### config.mk
export PLATFORM = sky130hd
export DESIGN_NAME = seven_seg_scan_ctrl
export DESIGN_NICKNAME = d
export VERILOG_FILES = /design/src/rtl/seven_seg_scan_ctrl.sv
export SDC_FILE = /design/constraint.sdc
export NUM_CORES = 1
export LEC_CHECK = 0
export ABC_AREA = 1
export BUFFER_PORTS_ARGS = -buffer_cell sky130_fd_sc_hd__buf_2
export CORE_MARGIN = 3
export CORE_UTILIZATION = 27
export CTS_CLUSTER_DIAMETER = 30
export DETAILED_ROUTE_END_ITERATION = 10
export PLACE_DENSITY = 0.42
export SLEW_MARGIN = 15
export SYNTH_ARGS = -nofsm -noshare
export SYNTH_HDL_FRONTEND = slang
export SYNTH_SLANG_ARGS = --single-unit
### constraint.sdc
create_clock -name clk -period 1.75 [get_ports clk]
set_input_delay 0.2625 -clock clk [delete_from_list [all_inputs] [get_ports clk]]
set_output_delay 0.2625 -clock clk [all_outputs]
set_load 0.01 [all_outputs]
### src/rtl/seven_seg_scan_ctrl.sv
// Multiplexed seven-segment scan controller.
// Each change of tick_in moves the scan to the next common-anode digit.
// Every digit switch is preceded by an all-off blanking interval, which
// suppresses ghosting. Segment, decimal-point and anode outputs are all
// registered, and they stay fixed for the whole time a digit is shown.
module seven_seg_scan_ctrl #(
   parameter int  NUM_DIGITS   = 2,
   parameter int  BLANK_CYCLES = 4,
   localparam int IDX_W        = (NUM_DIGITS > 1) ? $clog2(NUM_DIGITS) : 1,
   localparam int CNT_W        = $clog2(BLANK_CYCLES + 1)
) (
   input  logic                    clk,
   input  logic                    reset,
   input  logic                    tick_in,
   input  logic [4*NUM_DIGITS-1:0] digits_in,
   input  logic [NUM_DIGITS-1:0]   dp_in,
   output logic [6:0]              seg_out,
   output logic                    dp_out,
   output logic [NUM_DIGITS-1:0]   anode_out,
   output logic [IDX_W-1:0]        digit_idx
);

   typedef enum logic {
      ST_SHOW  = 1'b0,
      ST_BLANK = 1'b1
   } state_t;

   state_t                r_state,      w_state_nxt;
   logic [CNT_W-1:0]      r_blank_cnt,  w_blank_cnt_nxt;
   logic [IDX_W-1:0]      r_digit_idx,  w_digit_idx_nxt;
   logic [6:0]            r_seg,        w_seg_nxt;
   logic                  r_dp,         w_dp_nxt;
   logic [NUM_DIGITS-1:0] r_anode,      w_anode_nxt;
   logic                  r_tick_prev;

   logic                  w_event;
   logic [IDX_W-1:0]      w_idx_inc;
   logic [3:0]            w_new_nibble;
   logic                  w_new_dp;
   logic [NUM_DIGITS-1:0] w_new_anode;

   // Active-low {g,f,e,d,c,b,a} pattern for one hex nibble.
   function automatic logic [6:0] hex_to_seg(input logic [3:0] nib);
      case (nib)
         4'h0:    return 7'h40;
         4'h1:    return 7'h79;
         4'h2:    return 7'h24;
         4'h3:    return 7'h30;
         4'h4:    return 7'h19;
         4'h5:    return 7'h12;
         4'h6:    return 7'h02;
         4'h7:    return 7'h78;
         4'h8:    return 7'h00;
         4'h9:    return 7'h10;
         4'hA:    return 7'h08;
         4'hB:    return 7'h03;
         4'hC:    return 7'h46;
         4'hD:    return 7'h21;
         4'hE:    return 7'h06;
         default: return 7'h0E;
      endcase
   endfunction

   // A scan event is any change of the divider toggle, rising or falling.
   assign w_event = tick_in ^ r_tick_prev;

   // The index that comes next wraps at the last digit, so unused codes
   // are never reached when NUM_DIGITS is not a power of two.
   assign w_idx_inc = (r_digit_idx == IDX_W'(NUM_DIGITS - 1)) ? '0
                                                               : r_digit_idx + IDX_W'(1);

   // Select the nibble, dp request and anode pattern of the upcoming digit.
   always_comb begin
      w_new_nibble = '0;
      w_new_dp     = 1'b0;
      w_new_anode  = '1;
      for (int i = 0; i < NUM_DIGITS; i++) begin
         if (w_idx_inc == IDX_W'(i)) begin
            w_new_nibble   = digits_in[4*i +: 4];
            w_new_dp       = dp_in[i];
            w_new_anode[i] = 1'b0;
         end
      end
   end

   // Next-state and next-output logic for the SHOW/BLANK scan.
   always_comb begin
      // NOTE: every signal gets a default before any branch. Without these
      //       defaults, a path that skips an assignment infers a latch.
      w_state_nxt     = r_state;
      w_blank_cnt_nxt = r_blank_cnt;
      w_digit_idx_nxt = r_digit_idx;
      w_seg_nxt       = r_seg;
      w_dp_nxt        = r_dp;
      w_anode_nxt     = r_anode;

      case (r_state)
         ST_SHOW: begin
            if (w_event) begin
               w_state_nxt     = ST_BLANK;
               w_blank_cnt_nxt = CNT_W'(BLANK_CYCLES);
               w_anode_nxt     = '1;
               w_seg_nxt       = 7'h7F;
               w_dp_nxt        = 1'b1;
            end
         end
         ST_BLANK: begin
            // Events that arrive while blanking are dropped on purpose.
            if (r_blank_cnt <= CNT_W'(1)) begin
               w_state_nxt     = ST_SHOW;
               w_digit_idx_nxt = w_idx_inc;
               w_seg_nxt       = hex_to_seg(w_new_nibble);
               w_dp_nxt        = ~w_new_dp;
               w_anode_nxt     = w_new_anode;
            end else begin
               w_blank_cnt_nxt = r_blank_cnt - CNT_W'(1);
            end
         end
         default: begin
            w_state_nxt = ST_BLANK;
         end
      endcase
   end

   // State, snapshot and output registers. Reset takes priority over events.
   always_ff @(posedge clk) begin
      // NOTE: sequential state uses non-blocking assignments. All registers
      //       then sample the values from before the edge, which avoids races
      //       between processes.
      r_tick_prev <= tick_in;
      if (reset) begin
         r_state     <= ST_BLANK;
         r_blank_cnt <= CNT_W'(BLANK_CYCLES);
         r_digit_idx <= IDX_W'(NUM_DIGITS - 1);
         r_seg       <= 7'h7F;
         r_dp        <= 1'b1;
         r_anode     <= '1;
      end else begin
         r_state     <= w_state_nxt;
         r_blank_cnt <= w_blank_cnt_nxt;
         r_digit_idx <= w_digit_idx_nxt;
         r_seg       <= w_seg_nxt;
         r_dp        <= w_dp_nxt;
         r_anode     <= w_anode_nxt;
      end
   end

   assign seg_out   = r_seg;
   assign dp_out    = r_dp;
   assign anode_out = r_anode;
   assign digit_idx = r_digit_idx;

endmodule

== Yosys cells after proc, flatten, opt, wreduce, memory -nomap -nowiden ==
Memory sizes are Yosys's and may differ from the RTL's.
Index checks and enable logic that the tools add are counted.

* Bits in registers: 16
* Latch bits: 0
* Memory bits (writable): 0
* Bits in read-only memories: 112
* Input port bits: 13
* Output and inout bits: 11
* Word-level logic and storage cells: 40
* Memories: 1

* $add $sub $neg: 2
* Multipliers: 0
* Divide/modulo/power cells: 0
* $lt $le $gt $ge: 1
* Equal/unequal tests: 3
* Shifts and indexed selects: 0
* Muxes and demuxes: 20
* Bitwise operators: 3
* Reductions and logical operators: 3

{| class="wikitable"
|+ Memories
! name !! words !! width !! read ports !! clocked after Yosys merged registers in !! wr ports !! line !! source
|-
| (name not given) || 16 || 7 || 1 || 0 || 0 || 44 || <nowiki>case (nib)</nowiki>
|}

{| class="wikitable"
|+ Operators with widths
! kind !! number
|-
| 7-bit 2-to-1 mux || 2
|-
| 7-bit one-hot mux with 2 select lines || 1
|-
| 1-bit 2-to-1 mux || 8
|-
| 3-bit 2-to-1 mux || 2
|-
| 3-bit one-hot mux with 2 select lines || 1
|-
| 2-bit AND reduction || 3
|-
| 2-bit 2-to-1 mux || 2
|-
| 4-bit 2-to-1 mux || 1
|-
| 2-bit inequality test (second input constant) || 2
|-
| 1-bit one-hot mux with 2 select lines || 2
|-
| 2-bit one-hot mux with 2 select lines || 1
|-
| 3-bit by 1-bit <= comparator with 1-bit output (second input constant) || 1
|-
| 3-bit by 1-bit subtractor with 3-bit output (second input constant) || 1
|-
| 2-bit by 1-bit inequality test with 1-bit output (second input constant) || 1
|-
| 1-bit NOT || 2
|-
| 1-bit adder (second input constant) || 1
|-
| 1-bit XOR || 1
|}

== Logic depth before layout (Yosys ltp) ==
Gate-level depths: netlist (run 1).

* Depth in word-level cells: 6
* Mapped depth: 12
* Gate-level depth less buffers: 12

== Least setup slack after synthesis (run 1) ==
Ideal clock, no wire load.

* Path type: register to register
* Start: register r_digit_idx, in the netlist digit_idx
* End: register r_seg[3], in the netlist seg_out[3]
* Library setup time: 0.112 ns
* Arrival: 1.415 ns
* Data required time: 1.638 ns
* Path slack: 0.223 ns
* Cell stages (with the launch flop): 12
* Path buffers: 1
* Period minus slack after synthesis: 1.527 ns
* Cells stage by stage: dfxtp_1 buf_6 nand2_1 nand2_1 inv_1 ha_1 nand3_1 nand2_1 nand2_1 nand3_1 nand2_1 nand2_1

* Longest elaborated chain between the ends: 6

{| class="wikitable"
|+ RTL lines
! what !! line !! source
|-
| start, declared || 30 || <nowiki>logic [IDX_W-1:0] r_digit_idx, w_digit_idx_nxt;</nowiki>
|-
| start signal, assigned || 134 || <nowiki>r_digit_idx <= IDX_W'(NUM_DIGITS - 1);</nowiki>
|-
| start signal, assigned || 141 || <nowiki>r_digit_idx <= w_digit_idx_nxt;</nowiki>
|-
| 1-bit adder || 70 || <nowiki>: r_digit_idx + IDX_W'(1);</nowiki>
|-
| 1-bit 2-to-1 mux (*) || 69 || <nowiki>assign w_idx_inc = (r_digit_idx == IDX_W'(NUM_DIGITS - 1)) ? '0</nowiki>
|-
| 4-bit 2-to-1 mux (*) || 78 || <nowiki>if (w_idx_inc == IDX_W'(i)) begin</nowiki>
|-
| memory 16 x 7 bit (*) || -- ||
|-
| 7-bit 2-to-1 mux (*) || 109 || <nowiki>if (r_blank_cnt <= CNT_W'(1)) begin</nowiki>
|-
| 7-bit one-hot mux with 2 select lines (*) || 97 || <nowiki>case (r_state)</nowiki>
|-
| end signal, assigned || 142 || <nowiki>r_seg <= w_seg_nxt;</nowiki>
|-
| end, declared || 31 || <nowiki>logic [6:0] r_seg, w_seg_nxt;</nowiki>
|}

Mark *: on every way between the ends. The rest lies on a longest branch, timed or not. The select of a mux whose other input is x is not followed.
A chain may end at the register's enable or synchronous reset.

== Final worst setup path (run 1) ==
Same ends and word-level chain as after synthesis.

==> results of run 1 <==
-- what timing repair did --
item                                    4_1_cts  5_1_grt
resized for setup                             0        1
buffers inserted                              0        0
endpoints found under the setup margin        0        1
-- logic make-up after synthesis --
family / after synthesis / synth area share
xor+xnor: 1 / 0.008237
simple gates: 103 / 0.4353
fa+ha+maj: 8 / 0.09412
flops: 16 / 0.3012
buf+inv: 28 / 0.1200
compound gates: 8 / 0.04117
-- worst register-to-register path: stages, from the launching register on --
cell	delay [ns]
dfxtp_1	0.34
inv_2	0.12
nand2_1	0.07
nand2_2	0.12
inv_2	0.08
ha_1	0.29
nand3_1	0.12
nand3_1	0.10
nand3_1	0.08
nand2_1	0.07
nand2_1	0.04
-- power groups by stage --
stage / clock network [W] / registers [W] / logic [W]
2_1_floorplan: 0 / 0.000637 / 0.000784
3_3_place_gp: 0 / 0.000599 / 0.00108
3_5_place_dp: 0 / 0.000604 / 0.00109
4_1_cts: 0.000289 / 0.000597 / 0.00109
5_1_grt: 0.000308 / 0.000616 / 0.00127
6_report: 0.000272 / 0.000593 / 0.00108
-- per-stage QoR --
stage	instance area, sq um	worst slack (ns)
2_1_floorplan	1064	0.2228
3_3_place_gp	1216	0.2143
3_5_place_dp	1216	0.1551
4_1_cts	1257	0.1393
5_1_grt	1260	0.06353
6_report	1260	0.2060
-- worst min-delay path by stage --
stage	cells past startpoint	slack, ns	start	end
floorplan	0	0.29	tick_in	r_tick_prev
global placement	1	0.39	tick_in	r_tick_prev
detailed placement	1	0.40	tick_in	r_tick_prev
CTS	1	0.14	tick_in	r_tick_prev
global route	1	0.13	tick_in	r_tick_prev
finish	1	0.15	tick_in	r_tick_prev
-- metal layers --
| layer | vias up | wire (microns) | global-route usage |
|---|---|---|---|
| met1 | 459 | 1192 | 0.1402 |
| met2 | 22 | 1157 | 0.2217 |
| met4 | 0 | 19 | 0.02920 |
| li1 | 558 | - | - |
| met3 | 2 | 121 | 0.03404 |
| met5 | - | 0 | 0 |
-- Yosys cell counts --
cell / instances
nand3_1: 32
dfxtp_1: 16
a21oi_1: 4
buf_6: 3
inv_2: 3
nand2_4: 1
inv_1: 21
or2_1: 1
ha_1: 8
o21ai_0: 2
nor2_1: 4
o21ai_2: 1
nand2_2: 8
xor2_1: 1
o21ai_1: 1
nand2_1: 56
clkbuf_1: 1
nand3_2: 1
-- flip-flops by register name, summed over array words and instances, names as in the netlist --
name / flops
seg_out: 7
r_state: 1
r_blank_cnt: 3
r_tick_prev: 1
dp_out: 1
digit_idx: 1
anode_out: 2
-- cell type report --
cell class	count	area, sq um
multi-input cells	120	618.1
repair buffers	25	130.1
fillers	421	2456
flip-flops and latches	16	320.3
clock buffers	3	41.29
well taps	48	60.06
inverters	24	90.09
==> flow_summary.toml, run 1 <==
[layout]
drive_above_1_share = 0.2287
nets = 211
final_cell_mix = "55 x nand2_1, 32 x nand3_1, 23 x buf_2"
layout_commonest_cell = "nand2_1"
fin_util = 0.3391
stdcell_count = 236
diodes = 0
synthToLayoutAreaGrowth_pct = 18.47

[clocking]
cts_hold_buffers = 0
clock_latency_ns = 0.24
cts_tree = "built"
cts_buffer_depth = 2
clock_sinks = 16
htreeDepth = 1
root_buffer = "clkbuf_8"
cts.clk_slew.worst_paths_ns = 0.06
numCtsBuffers = 3

[floorplanning]
initial_core_util = 0.2862
die_x_microns = 68.76
die_area_sq_um = 4728
ios = 24
num_rows = 22
die_y_microns = 68.76
core-area_sq_um = 3716

[power_and_ir_drop]
power.density_nw_per_um2 = 1542
max-vdd-ir-drop_v = 0.0004429
clkPwrFrac = 0.140
sequentialPowerShare = 0.305
switching_power_w = 0.0008720
power_w = 0.001943
p_leak_nw = 0.7104
switching_share = 0.4488
power.internal_w = 0.001071
combPwrFrac = 0.555

[setup_path]
max_stage_delay_ns = 0.34
reg2reg_to = "seg_out[3]"
required_ns = 1.89
critical_path.endpoint = "seg_out[3]"
critPathLaunchType = "flop"
crit_family = "simple AND/OR/NAND/NOR gates"
critPathBufInv = 2
r2r_cells = 10
timing.rr.start = "digit_idx"
crit_type = "flop to flop"
crit_fanout = 7
path_cells = "inv_2 -> nand2_1 -> nand2_2 -> inv_2 -> ha_1 -> nand3_1 -> nand3_1 -> nand3_1 -> nand2_1 -> nand2_1"
startpoint = "digit_idx"
endpoint_kind = "flop"
cp_num_cells = 10
cp_slowest_cell = "dfxtp_1"
r2r_setup_slack_ns = 0.21
worstPathArrival_ns = 1.69

[sta]
tightestPinTransition_ns = 0.3827
hold_viol = 0
drv_slew = 0
slew_headroom = 0.7446
whs_ns = 0.1465
fmax_mhz = 647.7
fin_crit_ns = 1.544
finalCritPeriodShare = 0.8823
setup_tns_ns = 0
rsz0062_at_grt = "no"
setup_viol = 0
skew_ns = 0.002600

[synthesis]
yosysWarnings = 0
syn_area_per_cell_sq_um = 6.485
synth-seq-cells = 16
synth.area.top_cells = "dfxtp_1 30%, nand2_1 20%, nand3_1 15%"
ys_seq_area_frac = 0.3012
syn-cell-area_sq_um = 1064
synthDominantCellAreaShare = 0.3012
synth_top_cell_by_area = "dfxtp_1"
yosysUniqueCellTypes = 18
syn_inst = 164
synthesis.nets = 185

[placed_design]
io_buffer_count = 23
dp_cells = 233
hpwlAfterDp_microns = 1999
gp_congestion = 0.8210

[status]
outcome = "completed"

[worst_hold_path]
hold_path.class = "primary input to flop"

[routing]
drc = 0
via_count = 1041
via_per_inst = 4.411
routedWlPerCell_microns = 10.55
wl_microns = 2490
dr.pass1.iters = 4
drtAntennaViolNets = 0
dr.first_iter.drc_count = 18

[grt]
overflow = 0
first_global_vias = 1037
grt_max_degree = 14
grt_pass1_wl_microns = 4326
grt_usage = 0.1220
grt_antenna_before_repair = 0

[run]
maxCapViolCount = 0
Power figures use the tool's default switching activity.
==> inputs of run 2 (changes only) <==
--- a/config.mk
+++ b/config.mk
@@ -11,6 +11,7 @@
 export CORE_UTILIZATION = 27
 export CTS_CLUSTER_DIAMETER = 30
 export DETAILED_ROUTE_END_ITERATION = 10
+export MAX_ROUTING_LAYER = met4
 export PLACE_DENSITY = 0.42
 export SLEW_MARGIN = 15
 export SYNTH_ARGS = -nofsm -noshare
==> run 2 against run 1 <==
  * Setup slack is essentially flat
  * Utilization is the same
  * Sequential share of layout area is the same
  * Cell count is the same
  * Die area is the same
  * Register-to-register slack is essentially flat
  * Via count is the same
  * Cell area is the same
==> flow_summary.toml, run 2 (synthesized netlist as in run 1, its figures left out) <==
[status]
outcome = "completed"

[floorplanning]
num_rows = 22
die_x_microns = 68.76
die_area_sq_um = 4728
initial_core_util = 0.2862
core-area_sq_um = 3716
die_y_microns = 68.76
ios = 24

[power_and_ir_drop]
power.density_nw_per_um2 = 1542
sequentialPowerShare = 0.305
combPwrFrac = 0.555
power.internal_w = 0.001071
switching_power_w = 0.0008722
p_leak_nw = 0.7104
max-vdd-ir-drop_v = 0.0004430
clkPwrFrac = 0.140
switching_share = 0.4489

[layout]
largest_reg_flops = 7
final_cell_mix = "55 x nand2_1, 32 x nand3_1, 23 x buf_2"
fill_cells = 421
multi_input_area_sq_um = 618.1
nets = 211
finalInstanceArea_sq_um = 1260
layout_commonest_cell = "nand2_1"
register_area_sq_um = 320.3
synthToLayoutAreaGrowth_pct = 18.47
diodes = 0
stdcell_count = 236
drive_above_1_share = 0.2287

[setup_path]
timing.rr.start = "digit_idx"
critPathLaunchType = "flop"
crit_type = "flop to flop"
reg2reg_to = "seg_out[3]"
worstPathArrival_ns = 1.69
endpoint_kind = "flop"
r2r_setup_slack_ns = 0.21
r2r_cells = 10
crit_fanout = 7
required_ns = 1.89

[placed_design]
dpl_cell_area_sq_um = 1216
dp_cells = 233
gp_congestion = 0.8333
pre_cts_ws_ns = 0.1551
hpwlAfterDp_microns = 1999
io_buffer_count = 23

[clocking]
clock_latency_ns = 0.24
htreeDepth = 1
post_cts_buffers = 0
clock_sinks = 16
cts_hold_buffers = 0
root_buffer = "clkbuf_8"
cts_tree = "built"
numCtsBuffers = 3
cts_buffer_depth = 2
cts_resized = 0
cts.clk_slew.worst_paths_ns = 0.06

[sta]
hold_viol = 0
setup_viol = 0
fin_crit_ns = 1.544
fmax_mhz = 647.6
rsz0062_at_grt = "no"
skew_ns = 0.002618
whs_ns = 0.1465
setup_ws_ns = 0.2058
tightestPinTransition_ns = 0.3827
finalCritPeriodShare = 0.8824
drv_slew = 0
setup_tns_ns = 0
slew_headroom = 0.7446

[worst_hold_path]
worstHoldEndpoint = "r_tick_prev"
min-delay-start = "tick_in"
hold_path.class = "primary input to flop"
min_path_cells = 1

[grt]
first_global_vias = 1036
overflow = 0
grt_usage = 0.1254
grt_antenna_before_repair = 0
grt_pass1_wl_microns = 4333
grt_max_degree = 14

[routing]
routedWlPerCell_microns = 10.55
via_count = 1041
drtAntennaViolNets = 0
via_per_inst = 4.411
dr.first_iter.drc_count = 18
drc = 0
dr.pass1.iters = 4
wl_microns = 2490

[run]
maxCapViolCount = 0
-- run 2: final cells by class --
class / count / share of cell area
clock buffer: 3 / 0.03277
tap: 48 / 0.04767
multi-input combinational: 120 / 0.4906
sequential: 16 / 0.2542
inverter: 24 / 0.07150
timing repair buffer: 25 / 0.1033
-- run 2: worst max-delay path, cell delays in order (launching register included) --
cell and delay [ns]:
dfxtp_1 0.34, inv_2 0.12, nand2_1 0.07, nand2_2 0.12, inv_2 0.08, ha_1 0.29
nand3_1 0.12, nand3_1 0.10, nand3_1 0.08, nand2_1 0.07, nand2_1 0.04
-- run 2: per-stage QoR --
stage / utilization / total power [W]
after floorplan: - / 0.001421
after global placement: 0.3273 / 0.001683
after detailed placement: 0.3273 / 0.001690
after global routing: 0.3391 / 0.002199
final: 0.3391 / 0.001943
after CTS: 0.3384 / 0.001979
-- run 2: worst max-delay path by stage --
stage          startpoint          to  slack, ns  cells past startpoint
6_report        digit_idx  seg_out[3]       0.21                     10
5_1_grt         digit_idx  seg_out[3]       0.06                     11
4_1_cts         digit_idx  seg_out[3]       0.14                     11
3_5_place_dp    digit_idx  seg_out[3]       0.16                     11
3_3_place_gp    digit_idx  seg_out[3]       0.21                     11
2_1_floorplan   digit_idx  seg_out[3]       0.22                     11
-- run 2: metal layers --
metal | track usage | part of all wire | wire (microns)
met5 | - | 0 | 0
met3 | 0.03404 | 0.049 | 121
met2 | 0.2217 | 0.46 | 1157
met4 | 0.02920 | 0.0076 | 19
met1 | 0.1402 | 0.48 | 1192
-- run 2: power by group through the flow --
| stage | Clock, W | Sequential, W | Combinational (W) |
|---|---|---|---|
| floorplan | 0 | 0.000637 | 0.000784 |
| global placement | 0 | 0.000599 | 0.00108 |
| global route | 0.000308 | 0.000616 | 0.00127 |
| finish | 0.000272 | 0.000593 | 0.00108 |
| CTS | 0.000289 | 0.000597 | 0.00109 |
| detailed placement | 0 | 0.000604 | 0.00109 |
==> inputs of run 3 (changes only) <==
--- a/config.mk
+++ b/config.mk
@@ -12,7 +12,7 @@
 export CTS_CLUSTER_DIAMETER = 30
 export DETAILED_ROUTE_END_ITERATION = 10
 export MAX_ROUTING_LAYER = met4
-export PLACE_DENSITY = 0.42
+export PLACE_DENSITY = 0.43
 export SLEW_MARGIN = 15
 export SYNTH_ARGS = -nofsm -noshare
 export SYNTH_HDL_FRONTEND = slang
==> constraint.sdc (replaced) <==
create_clock -name clk -period 1.35 [get_ports clk]
set_input_delay 0.2025 -clock clk [delete_from_list [all_inputs] [get_ports clk]]
set_output_delay 0.2025 -clock clk [all_outputs]
set_load 0.01 [all_outputs]
==> run 3 against run 2 <==
  * First-iteration DRC count rose by 100%
  * Sequential share of layout area fell by 4.6 points
  * Wire length rose by 14%
  * Critical path depth did not move
  * Utilization rose by 7.9 points
  * Sequential cell count did not move
  * Via count rose by 10%
  * Critical path type unchanged
==> flow_summary.toml, run 3 (synthesized netlist as in run 1, its figures left out) <==
[sta]
setup_ws_ns = 0.0009567
tightestPinTransition_ns = 0.3639
fmax_mhz = 741.3
drv_slew = 0
slew_headroom = 0.7571
finalCritPeriodShare = 0.9993
setup_viol = 0
rsz0062_at_grt = "yes"
fin_crit_ns = 1.349
hold_viol = 0
skew_ns = 0.003785

[power_and_ir_drop]
combPwrFrac = 0.606
max-vdd-ir-drop_v = 0.0006979
power.density_nw_per_um2 = 1999
power.internal_w = 0.001694
switching_power_w = 0.001411
p_leak_nw = 0.8224
sequentialPowerShare = 0.251
clkPwrFrac = 0.143
switching_share = 0.4544

[grt]
overflow = 0
grt_antenna_before_repair = 0
grt_pass1_wl_microns = 4788
first_global_vias = 1083
grt_max_degree = 13
grt_usage = 0.1376

[clocking]
root_buffer = "clkbuf_8"
cts_buffer_depth = 2
htreeDepth = 1
cts_tree = "built"
clock_latency_ns = 0.25
cts.clk_slew.worst_paths_ns = 0.07
cts_hold_buffers = 0
numCtsBuffers = 3
clock_sinks = 16

[floorplanning]
core-area_sq_um = 3716
initial_core_util = 0.2862
num_rows = 22
die_x_microns = 68.76
die_y_microns = 68.76
ios = 24
die_area_sq_um = 4728

[placed_design]
gp_congestion = 0.8734
hpwlAfterDp_microns = 2109
pre_cts_ws_ns = -0.07663
dpl_cell_area_sq_um = 1290
io_buffer_count = 23

[setup_path]
max_stage_delay_ns = 0.38
crit_fanout = 5
critPathBufInv = 2
crit_type = "flop to flop"
critPathLaunchType = "flop"
worstPathArrival_ns = 1.50
endpoint_kind = "flop"
path_cells = "inv_6 -> nand2_4 -> nand2_8 -> inv_8 -> ha_4 -> nand3_4 -> nand3_2 -> nand3_2 -> nand2_1 -> nand2_1"
crit_family = "simple AND/OR/NAND/NOR gates"
required_ns = 1.50
cp_slowest_cell = "dfxtp_4"

[routing]
via_count = 1145
via_per_inst = 4.654
routedWlPerCell_microns = 11.57
wl_met1_microns = 1408
dr.pass1.iters = 4
highest_layer = "met4"
drc = 0
wl_microns = 2847
wl_met3_microns = 107
dr.first_iter.drc_count = 36
drtAntennaViolNets = 0
wl_met2_microns = 1310

[layout]
nets = 220
finalInstanceArea_sq_um = 1553
diodes = 0
layout_commonest_cell = "nand2_1"
register_area_sq_um = 324.1
multi_input_area_sq_um = 814.5
synthToLayoutAreaGrowth_pct = 46.00
drive_above_1_share = 0.3990
final_cell_mix = "48 x nand2_1, 25 x nand3_1, 23 x buf_2"
fill_cells = 382
largest_reg_flops = 7

[worst_hold_path]
hold_path.class = "primary input to flop"

[run]
maxCapViolCount = 0

[status]
outcome = "completed"
-- run 3: per-layer routing --
layer | track usage | vias to the layer above
li1 | - | 585
met4 | 0.03893 | 0
met2 | 0.2205 | 26
met5 | - | -
met3 | 0.03890 | 4
met1 | 0.1688 | 530
-- run 3: cell type report --
class	count	share of cell area
Tap cell	48	0.03868
Timing Repair Buffer	33	0.1249
Clock buffer	4	0.03546
Multi-Input combinational cell	121	0.5246
Sequential cell	16	0.2087
Inverter	24	0.06769
-- run 3: path summary, 6_finish.rpt --
check                           slack, ns              to  cells past startpoint            from
worst max register to register      0.001      seg_out[3]                     10       digit_idx
worst min register to register       0.44  r_blank_cnt[0]                      1  r_blank_cnt[0]
worst max-delay path                0.001      seg_out[3]                     10       digit_idx
worst min-delay path                 0.07     r_tick_prev                      1         tick_in
-- run 3: stage by stage --
step,total power [W],util,hold WS (ns),instances,setup TNS (ns)
floorplan,0.001892,-,0.2302,164,-0.01308
global placement,0.002326,0.3471,0.3290,239,-0.08748
detailed placement,0.002330,0.3471,0.3359,239,-0.2501
CTS,0.002875,0.3761,0.07246,243,-0.03119
global route,0.003426,0.4178,0.07492,246,-0.5077
finish,0.003104,0.4178,0.07474,246,0
-- run 3: power by group through the flow --
stage                     clock network [W]  registers, W  logic, W
final                              0.000445      0.000779   0.00188
after global routing               0.000481      0.000807   0.00214
after CTS                          0.000459      0.000778   0.00164
after detailed placement                  0      0.000778   0.00155
after global placement                    0      0.000775   0.00155
after floorplan                           0      0.000834   0.00106
-- run 3: timing repair --
| item | in CTS | in global routing |
|---|---|---|
| gates resized for setup | 14 | 27 |
| pin swaps | 3 | 17 |
| endpoints found under the setup margin | 6 | 7 |
| cloned | 0 | 1 |
| buffers inserted | 0 | 2 |
